File: src/rtl/inst_fetch.sv
// Instruction fetch: drives ROM byte addresses, tracks the 1-cycle ROM read, hands words to decode (FETCH_FAULT_CHECK_EN adds fault check).
// Latency: first instruction 1 cycle after reset release; redirect costs 1 bubble; 1 instr/cycle sustained.
// Backpressure: inst_valid & ~inst_ready re-reads the held word so rom_data stays stable; redirect overrides hold.
module inst_fetch #(
  parameter logic [31:0] RESET_PC   = 32'h0000_0000,
  parameter int          ADDR_WIDTH = 8
) (
  input  logic        clock,
  input  logic        reset,
  output logic [31:0] rom_addr,
  input  logic [31:0] rom_data,
  input  logic        inst_ready,
  input  logic        redirect_valid,
  input  logic [31:0] redirect_target,
  output logic        inst_valid,
  output logic [31:0] inst_out,
  output logic [31:0] pc_out,
  output logic        fetch_fault
);

`ifdef FETCH_FAULT_CHECK_EN
  localparam bit FAULT_EN = 1'b1;
`else
  localparam bit FAULT_EN = 1'b0;
`endif

  localparam logic [32:0] ROM_BYTES = 33'd1 << (ADDR_WIDTH + 2);

  logic [31:0] fetch_pc;
  logic [31:0] resp_pc;
  logic        resp_valid;
  logic        fault_q;
  logic        hold;
  logic        redirect_bad;

  assign hold         = resp_valid & ~inst_ready;
  assign redirect_bad = (redirect_target[1:0] != 2'b00) ||
                        ({1'b0, redirect_target} >= ROM_BYTES);

  // Holding re-presents resp_pc to the ROM so the registered read returns the same word.
  assign rom_addr    = hold ? resp_pc : fetch_pc;
  assign inst_out    = rom_data;
  assign pc_out      = resp_pc;
  assign inst_valid  = resp_valid;
  assign fetch_fault = fault_q;

  always_ff @(posedge clock) begin
    if (reset) begin
      fetch_pc   <= RESET_PC;
      resp_pc    <= 32'h0;
      resp_valid <= 1'b0;
      fault_q    <= 1'b0;
    end else if (redirect_valid) begin
      // The word currently being read belongs to the old path and is dropped.
      fetch_pc   <= {redirect_target[31:2], 2'b00};
      resp_valid <= 1'b0;
      fault_q    <= fault_q | (FAULT_EN & redirect_bad);
    end else if (!hold) begin
      resp_pc    <= fetch_pc;
      resp_valid <= 1'b1;
      fetch_pc   <= fetch_pc + 32'd4;
    end
  end

endmodule

File: config.mk
export PLATFORM = sky130hd
export DESIGN_NAME = inst_fetch
export DESIGN_NICKNAME = d
export VERILOG_FILES = /design/src/rtl/inst_fetch.sv
export SDC_FILE = /design/constraint.sdc
export NUM_CORES = 1
export LEC_CHECK = 0
export CAP_MARGIN = 30
export CORE_ASPECT_RATIO = 1.2
export CORE_MARGIN = 10
export CORE_UTILIZATION = 30
export DETAILED_ROUTE_END_ITERATION = 10
export SLEW_MARGIN = 20
export SYNTH_ARGS = -nofsm -noshare
export SYNTH_HDL_FRONTEND = slang
export SYNTH_SLANG_ARGS = --single-unit
File: constraint.sdc
create_clock -name clock -period 2.3 [get_ports clock]
set_input_delay 0.46 -clock clock [delete_from_list [all_inputs] [get_ports clock]]
set_output_delay 0.46 -clock clock [all_outputs]
set_load 0.01 [all_outputs]
==> metrics <==
status=finished clean; placed inst area=0.00451 mm²; Die ar.=0.0167 mm²; most used cell, CP=nand2_1; largest net degree at the start of global routing=34; final WL=11,200 µm; CTS Sinks=63; Ports=166; initial antenna violation count=0; Crit-path slowest cell=clkdlybuf4s50_1; Comb power frac=14.7%; P_sw=767 µW; Die X=120 µm; CTS max path bufs=2; antenna diode count=0; RSZ-0062 raised after global routing=false; WP buf/inv=3; worst-path cell chain=dlygate4sd2_1 > or2b_4 > buf_12 > nand2_1 > nand2_1 > clkdlybuf4s50_1; Final min period=2.23 ns; Max-slew headroom=60.3%; power share of the clock group=45.1%; critical path required time=1.84 ns; Synth Cell Area=0.00357 mm²; GR Overflow Total=0; VDD IR max=345 µV; H-tree levels=3; First DRT Iteration DRCs=146; CTS Root Cell=clkbuf_16; Die H=139 µm; Post-Synthesis Cells=500; CP max FO=18; Synth area leader=dfxtp_1; first-pass GRT wire length=17,600 µm; worst slew pin tran=0.595 ns; Crit path arrival time=1.77 ns; r2r endpoint=fetch_pc[11]$_SDFFE_PP0P_; TritonCTS Buffers=9; Yosys top cell area share=35.4%; post-route design area=0.00485 mm²; nets=634; Setup violations, final=0; Setup Skew=0.00378 ns; synthesis-to-finish area growth=36.1%; number of synthesized register bits=63; Worst Hold Class=register to register; reg-to-reg setup timing slack=0.25 ns; Reg power frac=40.2%; global-route usage over all layers=13.0%; Max-Cap Viols=0; EDFF count, synth=0; fin crit share=97.2%; hold path depth=2; Clk pin slew, worst setup/hold paths=0.05 ns; hold_sp=pc_out[15]$_SDFFE_PP0N_; Synth cell types=40; final worst setup slack=0.0654 ns; crit path launch type=primary input; Buffers on Ports=98; CTS Hold Bufs=0; Vias=3,399; Initial Util=30.7%; Core Area=0.0116 mm²; gpl congestion=0.820; Hold Vio Cnt, Final=0; max incr delay on CP=0.47 ns; post-synthesis sequential area ratio=35.4%; CP Capture Type=output port; delay-heaviest family, CP=buffers and inverters; Worst-Skew Late Latency=0.33 ns; r2r startpoint=inst_valid$_SDFFE_PP0N_; Ys Warns=0; Max Slew Vio Count=0; Worst R2R Path Depth=7; CTS tree=built; drt wl/cell=15.4 µm; crit path kind=primary input to output port; number of global-route vias before repair=3,364; synth top area cells=dfxtp_1 35%, nand2_1 17%, buf_4 7.2%; syn avg cell area=7.13 µm²; P per Cell Area=624 mW/mm²; DR pass1 iterations=4; layout cells sized above 1=8.61%; Post-route DRC=0; HPWL after DPL=7860 µm; fraction of registers with async set/reset=0%; Top FF cell, synth=dfxtp_1; Via-to-Cell Ratio=4.68; worst slack, placed=-0.225 ns; Static Leak=2.08 nW; syn_nets=569; P_int=2.26 mW; antenna-violating nets left=0; row cnt=43; switch share=25.3%; fmax=0.448 GHz; hold path endpoint=pc_out[15]$_SDFFE_PP0N_
==> sequential cells by signal (all words and copies together) (netlist names) <==
name,cells
pc_out,32
fetch_pc,30
inst_valid,1
==> layout make-up <==
class	instances	area [µm²]
clock buffer	11	253
clock inverter	4	45.0
fill	1247	6770
inverter	17	63.8
multi-input combinational	355	1870
sequential	63	1260
tap	157	196
timing repair buffer	119	1170
==> cells by family (layout without fill, tap and decap cells) <==
| group | Yosys count | after routing | synth area share (%) |
|---|---|---|---|
| buffers and inverters | 82 | 151 | 12.7 |
| muxes | 7 | 7 | 1.96 |
| xor gates and xnor gates | 26 | 26 | 6.38 |
| adders and majority gates | 1 | 1 | 0.351 |
| DFF | 63 | 63 | 35.4 |
| other | 1 | 1 | 0.105 |
| and+or+nand+nor | 245 | 245 | 31.3 |
| AOI/OAI and AO/OA | 75 | 75 | 11.9 |
==> worst min-delay path, stage by stage, from the launching register on <==
cell and delay, ns:
dfxtp_1 0.31, nand2_1 0.05, a21oi_1 0.05
==> routing by layer <==
metal | GRT usage [%] | vias up | wire (µm) | part of all wire [%]
met5 | 0 | - | 0 | 0
met4 | 6.49 | 0 | 284 | 2.5
met3 | 4.33 | 26 | 756 | 6.8
met2 | 20.6 | 114 | 5170 | 46
met1 | 15.3 | 1524 | 4950 | 44
li1 | - | 1735 | - | -
==> power by group through the flow <==
stage                     clock network (mW)  registers, mW  logic, mW
final                                   1.37           1.22      0.445
after global routing                    1.45           1.23      0.490
after CTS                               1.40           1.22      0.445
after detailed placement                   0           1.24      0.460
after global placement                     0           1.24      0.455
after floorplan                            0           1.23      0.277
==> worst max-delay path by stage <==
stage,from,to,cells past startpoint
2_1_floorplan,inst_ready,rom_addr[10],6
3_3_place_gp,inst_ready,rom_addr[10],6
3_5_place_dp,inst_ready,rom_addr[16],6
4_1_cts,inst_valid$_SDFFE_PP0N_,rom_addr[29],5
5_1_grt,inst_ready,rom_addr[16],6
6_report,inst_ready,rom_addr[16],6
==> cells in the mapped netlist (all sizes together), types with 7 or more instances <==
cell type  instances
nand2            161
nor3              14
nand3              8
nand4             11
mux2i              7
buf               41
nor2              15
a21oi             50
xor2              14
xnor2             12
inv               17
o21a              14
dfxtp             63
clkbuf            24
==> timing repair <==
| action | 4_1_cts | 5_1_grt |
|---|---|---|
| gates resized for setup | 29 | 3 |
| pin swaps | 0 | 0 |
| buffers inserted | 0 | 2 |
| gates cloned | 1 | 1 |
| endpoints found under the setup margin | 32 | 5 |
==> layout by cell type (no fill, tap or decap), types with 2 or more instances in the layout <==
cell             Yosys  final
nand4_2              2      2
o22ai_1              4      4
clkinv_2             0      3
and3_1               2      2
or3_1                4      4
nor2b_1              3      2
nand4_1              9      9
a21oi_1             49     49
buf_2                2      2
nor4b_1              3      3
and4_1               4      4
nor4_1               5      5
nor2_1              15     14
dfxtp_1             63     62
dlygate4sd2_1        0     28
buf_12               0      2
inv_1               17     17
clkdlybuf4s50_1      0     66
o21a_1              14     14
xor2_1              14     14
mux2i_1              7      7
and2_1               6      6
nand2_1            160    160
dlymetal6s2s_1       0      2
xnor2_1             12     12
nor3_1              14     14
o21ai_0              5      5
clkbuf_16            0     10
clkbuf_8             0      2
nand3_1              8      8
buf_4               34     17
nor3b_1              3      3
==> per-stage QoR <==
| step | setup TNS, ns | util (%) | std cells | power, mW | hold slack [ns] |
|---|---|---|---|---|---|
| floorplan | 0 | - | 500 | 1.51 | 0.445 |
| global placement | -6.86 | 38.8 | 707 | 1.69 | 0.453 |
| detailed placement | -7.17 | 38.8 | 707 | 1.70 | 0.457 |
| CTS | 0 | 41.4 | 723 | 3.07 | 0.465 |
| global route | 0 | 41.8 | 726 | 3.16 | 0.490 |
| finish | 0 | 41.8 | 726 | 3.03 | 0.468 |
Note: power is estimated with default switching activity, not from simulation.
